**src/rtl/shake128_absorb_packer.sv**
```systemverilog
// SHAKE128 absorb-side packer: 32-bit LE words -> padded 1344-bit rate blocks.
// Optional macro ABSORB_BLK_COUNT_EN adds a saturating accepted-block counter.
module shake128_absorb_packer #(
   parameter int unsigned DATA_WIDTH = 32,
   parameter int unsigned RATE_WORDS = 42
) (
   input  logic                             clk,
   input  logic                             rst_n,
   input  logic                             in_valid,
   output logic                             in_ready,
   input  logic [DATA_WIDTH-1:0]            in_data,
   input  logic                             in_last,
   input  logic [2:0]                       in_bytes,
   output logic                             blk_valid,
   input  logic                             blk_ready,
   output logic [RATE_WORDS*DATA_WIDTH-1:0] blk_data,
   output logic                             blk_last,
`ifdef ABSORB_BLK_COUNT_EN
   output logic [15:0]                      blk_count_o,
`endif
   output logic                             busy
);

   localparam int unsigned BLK_W      = RATE_WORDS * DATA_WIDTH;
   localparam int unsigned WORD_BYTES = DATA_WIDTH / 8;
   localparam int unsigned RATE_BYTES = RATE_WORDS * WORD_BYTES;
   localparam int unsigned CNT_W      = $clog2(RATE_WORDS);
   localparam int unsigned PW         = $clog2(RATE_BYTES + 1);

   localparam logic [1:0] ST_FILL = 2'd0;
   localparam logic [1:0] ST_EMIT = 2'd1;
   localparam logic [1:0] ST_PAD  = 2'd2;

   logic [1:0]            r_state;
   logic [CNT_W-1:0]      r_cnt;
   logic [BLK_W-1:0]      r_buf;
   logic                  r_last;
   logic                  r_pend;

   logic                  w_hs;
   logic                  w_wrap;
   logic                  w_pad_hit;
   logic [2:0]            w_nbytes;
   logic [DATA_WIDTH-1:0] w_word;
   logic [PW-1:0]         w_pos;
   logic [BLK_W-1:0]      w_fill_buf;
   logic [BLK_W-1:0]      w_pad_blk;

   assign in_ready  = (r_state == ST_FILL);
   assign blk_valid = (r_state == ST_EMIT);
   assign blk_data  = r_buf;
   assign blk_last  = r_last;
   assign busy      = (r_state != ST_FILL) || (r_cnt != '0);

   assign w_hs   = in_valid && (r_state == ST_FILL);
   assign w_wrap = (r_cnt == CNT_W'(RATE_WORDS - 1));

   always_comb begin
      w_nbytes = (in_bytes > 3'd4) ? 3'd4 : in_bytes;
      w_word   = in_data;
      if (in_last) begin
         for (int unsigned b = 0; b < WORD_BYTES; b++) begin
            if (b >= 32'(w_nbytes)) w_word[8*b +: 8] = '0;
         end
      end
      w_pos = PW'({r_cnt, 2'b00}) + PW'(w_nbytes);

      // Slots at and above cnt are still zero, so XOR-ing the pad bytes acts as a set
      // except where 0x1F and 0x80 land on the same final byte (0x9F).
      w_fill_buf = r_buf;
      for (int unsigned w = 0; w < RATE_WORDS; w++) begin
         if (r_cnt == CNT_W'(w)) w_fill_buf[DATA_WIDTH*w +: DATA_WIDTH] = w_word;
      end
      w_pad_hit = in_last && (w_pos < PW'(RATE_BYTES));
      if (w_pad_hit) begin
         for (int unsigned b = 0; b < RATE_BYTES; b++) begin
            if (w_pos == PW'(b)) w_fill_buf[8*b +: 8] = w_fill_buf[8*b +: 8] ^ 8'h1F;
         end
         w_fill_buf[BLK_W-1 -: 8] = w_fill_buf[BLK_W-1 -: 8] ^ 8'h80;
      end

      w_pad_blk              = '0;
      w_pad_blk[7:0]         = 8'h1F;
      w_pad_blk[BLK_W-1 -: 8] = 8'h80;
   end

   always_ff @(posedge clk or negedge rst_n) begin
      if (!rst_n) begin
         r_state <= ST_FILL;
         r_cnt   <= '0;
         r_buf   <= '0;
         r_last  <= 1'b0;
         r_pend  <= 1'b0;
      end else begin
         case (r_state)
            ST_FILL: begin
               if (w_hs) begin
                  r_buf <= w_fill_buf;
                  if (in_last) begin
                     r_state <= ST_EMIT;
                     r_cnt   <= '0;
                     r_last  <= w_pad_hit;
                     // Message ended exactly on the block boundary: padding needs its own block.
                     r_pend  <= !w_pad_hit;
                  end else if (w_wrap) begin
                     r_state <= ST_EMIT;
                     r_cnt   <= '0;
                     r_last  <= 1'b0;
                  end else begin
                     r_cnt <= r_cnt + 1'b1;
                  end
               end
            end
            ST_EMIT: begin
               if (blk_ready) begin
                  r_buf  <= '0;
                  r_last <= 1'b0;
                  if (r_pend) begin
                     r_pend  <= 1'b0;
                     r_state <= ST_PAD;
                  end else begin
                     r_state <= ST_FILL;
                  end
               end
            end
            ST_PAD: begin
               r_buf   <= w_pad_blk;
               r_last  <= 1'b1;
               r_state <= ST_EMIT;
            end
            default: r_state <= ST_FILL;
         endcase
      end
   end

`ifdef ABSORB_BLK_COUNT_EN
   logic [15:0] r_blk_count;

   always_ff @(posedge clk or negedge rst_n) begin
      if (!rst_n) begin
         r_blk_count <= '0;
      end else if (blk_valid && blk_ready && (r_blk_count != 16'hFFFF)) begin
         r_blk_count <= r_blk_count + 16'd1;
      end
   end

   assign blk_count_o = r_blk_count;
`endif

endmodule

```
**config.mk**
```make
export PLATFORM = sky130hd
export DESIGN_NAME = shake128_absorb_packer
export DESIGN_NICKNAME = d
export VERILOG_FILES = /design/src/rtl/shake128_absorb_packer.sv
export SDC_FILE = /design/constraint.sdc
export NUM_CORES = 2
export LEC_CHECK = 0
export CORE_AREA = 5 5 545 547
export DETAILED_ROUTE_END_ITERATION = 6
export DIE_AREA = 0 0 550 552
export GPL_TIMING_DRIVEN = 0
export MAX_ROUTING_LAYER = met4
export PLACE_DENSITY = 0.43
export SYNTH_ARGS = -nofsm -noshare
export SYNTH_HDL_FRONTEND = slang
export SYNTH_SLANG_ARGS = --single-unit
```
**constraint.sdc**
```tcl
create_clock -name clk -period 3.6 [get_ports clk]
set_input_delay 0.36 -clock clk [delete_from_list [all_inputs] [get_ports clk]]
set_output_delay 0.36 -clock clk [all_outputs]
set_load 0.05 [all_outputs]
```
==> summary.md <==
| Metric | Value |
|---|---|
| Failing checks | `setup timing` |
| Crit Path Category | `input pin to flip-flop` |
| Commonest cells after routing, fill and taps aside | `clkdlybuf4s50_1 (1384), dfrtp_1 (1352), nand2_1 (1043)` |
| Buffers added on ports | `roughly 1400` |
| Largest delay share family, worst path | `simple AND/OR/NAND/NOR gates` |
| RSZ-0062 raised after global routing | `yes` |
| Core box area | `0.292 mm^2` |
| Worst VDD drop | `0.000393 V` |
| Worst slew pin tran | `around 1.5 ns` |
| Slew HR | `1.54%` |
| Fraction of layout cells with a size suffix above 1 | `between 15 and 20%` |
| Synthesized area per cell | `9.62 um^2` |
| Worst-path maximum fanout | `10` |
| CTS tree | `yes` |
| Cell area after layout | `slightly below 0.1 mm^2` |
| Clk sink count | `1354` |
| Nets | `8869` |
| Non-Filler Instances | `12900` |
| Clock Skews | `0.0440 ns` |
| # Max-Cap Violations | `0` |
| Worst setup margin | `-0.127 ns` |
| Sequential-to-total area share from yosys stat | `49.8%` |
| Dominant synthesized flop cell | `dfrtp_1` |
| DR iter-0 viols | `10400` |
| Met2 Use GR | `52.8%` |
| Cell area after placement | `0.0882 mm^2` |
| Global-route wire length before repair | `750 mm` |
| Vias per Instance | `6.03` |
| Power Density | `709 mW/mm^2` |
| Total Routing Usage GR | `37.6%` |
| Crit path capture type | `flip-flop` |
| Critical path buffers and inverters | `3` |
| Initial antenna violation count | `70` |
| Ports | `1388` |
| Fmax | `268 MHz` |
| Detailed-route via count | `78100` |
| Arrival time worst endpoint | `4.52 ns` |
| Die W | `550 um` |
| Largest net degree at the start of global routing | `167` |
| Critical Path, Cell by Cell | `clkdlybuf4s50_1 > clkbuf_1 > or4b_1 > buf_2 > nand2_1 > nand2_1 > o41ai_1 > o22ai_1 > o21ai_0` |
| Leak Pwr | `between 0.04 and 0.05 uW` |
| Final Critical Period | `around 3.7 ns` |
| Clk Latency, worst-skew pair | `0.87 ns` |
| CP required | `4.39 ns` |
| Yosys Warn Count | `0` |
| Asr flop ratio synth | `100%` |
| Most used routing layer | `met2` |
| Worst setup SP type | `input pin` |
| Most common cell after layout, fill and taps aside | `clkdlybuf4s50_1` |
| DP HPWL | `453 mm` |
| Synth unique cells | `95` |
| Row count | `199` |
| Final hold slack | `0.105 ns` |
| Clock Path Buffers | `4` |
| Die height | `552 um` |
| Htree depth | `4` |
| Area added between synthesis and finish | `45.9%` |
| Setup Total Neg Slack | `-2.11 ns` |
| Drt total wl | `582 mm` |
| Slowest CP cell | `or4b_1` |
| DRC viols | `0` |
| Clk slew on worst S/H paths | `0.06 ns` |
| Die area | `0.304 mm^2` |
| TritonRoute pass-1 iters | `6` |
| Placed cell count | `12400` |
| Cell mode on critical path | `nand2_1` |
| Synthesized Nets | `approximately 7100` |
| Wirelength per Cell | `44.9 um` |
| Met3 Usage GRT | `14.4%` |
| Min-delay worst type | `input pin to asynchronous set/reset pin` |
| # setup viols final | `67` |
| Met1 GRT Util | `44.7%` |
| Final core utilization | `34.0%` |
| # fillers | `29900` |
| EDFF count, synth | `0` |
| Status | `finished with violations` |
| Synthesis-stage register bit count | `1354` |
| Root buf cell | `clkbuf_16` |
| Syn Inst Count | `7077` |
| GPL Wtd Cong | `1.03` |
| Number of CTS-inserted buffers | `roughly 180` |
| Vias in the first global route | `about 74000` |
| Routed Antenna Nets | `0` |
| Mapped Area | `0.0681 mm^2` |
| Initial cell density of the core | `around a quarter` |
| Final period util | `104%` |
| Final hold vios | `0` |
| Final Max Tran Viols | `0` |
| GRT Residual Overflow | `0` |
| CP max stage delay | `0.79 ns` |
cell type report:
cell class / instances / area (um^2) / area share [%]
inverters: 23 / 87.6 / 0.0882
clock buffers: 269 / 5320 / 5.35
well taps: 3919 / 4900 / 4.94
plain buffers: 680 / 3590 / 3.61
clock inverters: 52 / 627 / 0.631
diodes: 69 / 173 / 0.174
repair buffers: 1574 / 16200 / 16.3
flip-flops and latches: 1354 / 33900 / 34.1
multi-input cells: 5006 / 34500 / 34.7
state kept, by name, indices dropped and copies added (netlist names):
signal    flops
blk_data   1344
r_cnt         6
r_pend        1
r_state       2
blk_last      1
power by group:
| group | total [uW] | internal [uW] | switching, uW |
|---|---|---|---|
| sequential | 17500 | 16300 | 1250 |
| combinational | 34100 | 7850 | 26300 |
| clock | 18800 | 10800 | 7900 |
metal layers:
metal / vias to the layer above / share of wire (%)
met1: 40500 / 38
li1: 31000 / -
met3: 1242 / 12
met5: - / 0
met4: 0 / 8.6
met2: 5263 / 41
path summary, 6_finish.rpt:
| check | start | end | slack [ns] | cells past startpoint |
|---|---|---|---|---|
| worst max register to register | r_cnt[2]$_DFFE_PN0P_ | blk_data[1098]$_DFFE_PN0P_ | -0.07 | 8 |
| worst min-delay path | rst_n | blk_data[59]$_DFFE_PN0P_ | 0.10 | 2 |
| max in group asynchronous | rst_n | blk_data[104]$_DFFE_PN0P_ | 0.69 | 5 |
| worst max-delay path | in_bytes[2] | blk_data[1217]$_DFFE_PN0P_ | -0.13 | 9 |
| min in group clk | in_data[30] | blk_data[1214]$_DFFE_PN0P_ | 0.33 | 3 |
| worst min register to register | blk_data[278]$_DFFE_PN0P_ | blk_data[278]$_DFFE_PN0P_ | 0.48 | 2 |
what timing repair did:
action                                 4_1_cts  5_1_grt
endpoints found under the hold margin       88        0
resized for setup                          804      296
setup endpoints to repair                 1351     1056
buffers inserted                           101       27
hold buffers                                 1        0
pin swaps                                   64       29
cell usage after synthesis, drive strengths merged, types with 15 or more instances:
master / n / area [um^2]
nand2: 1083 / 4070
a31oi: 147 / 935
a311o: 18 / 180
buf: 127 / 616
o31a: 27 / 236
inv: 21 / 78.8
a21oi: 614 / 3080
o21ai: 445 / 2230
a221oi: 175 / 1530
dfrtp: 1354 / 33900
clkbuf: 567 / 2130
nor2: 265 / 1000
o221ai: 28 / 245
a221o: 70 / 701
a21o: 19 / 143
o31ai: 232 / 1810
or3: 30 / 188
and3: 28 / 175
a211oi: 84 / 631
o22ai: 62 / 388
o41ai: 178 / 1590
a32oi: 82 / 718
nor4: 187 / 1580
nand3: 199 / 1020
o211ai: 105 / 788
o211a: 241 / 2410
a41oi: 15 / 131
nand4: 29 / 194
nor3: 55 / 358
and2: 31 / 194
o2bb2ai: 44 / 385
o22a: 177 / 1550
a22o: 72 / 631
a22oi: 57 / 433
cell families after synthesis:
logic type      count (synthesis)  synth area share, %
xor+xnor                        7                0.112
fa+ha+maj                      11                0.202
buf+inv                       717                 4.16
simple gates                 1963                 13.5
mux                            14                0.211
flops                        1354                 49.8
compound gates               3011                 32.0
metrics by stage:
stage,total power (uW),worst slack (ns)
after floorplan,32900,0.633
after global placement,48100,-65.76
after detailed placement,48600,-2.22
after CTS,69100,-0.00951
after global routing,71800,-0.0419
final,70400,-0.127
Note: power is estimated with default switching activity, not from simulation.
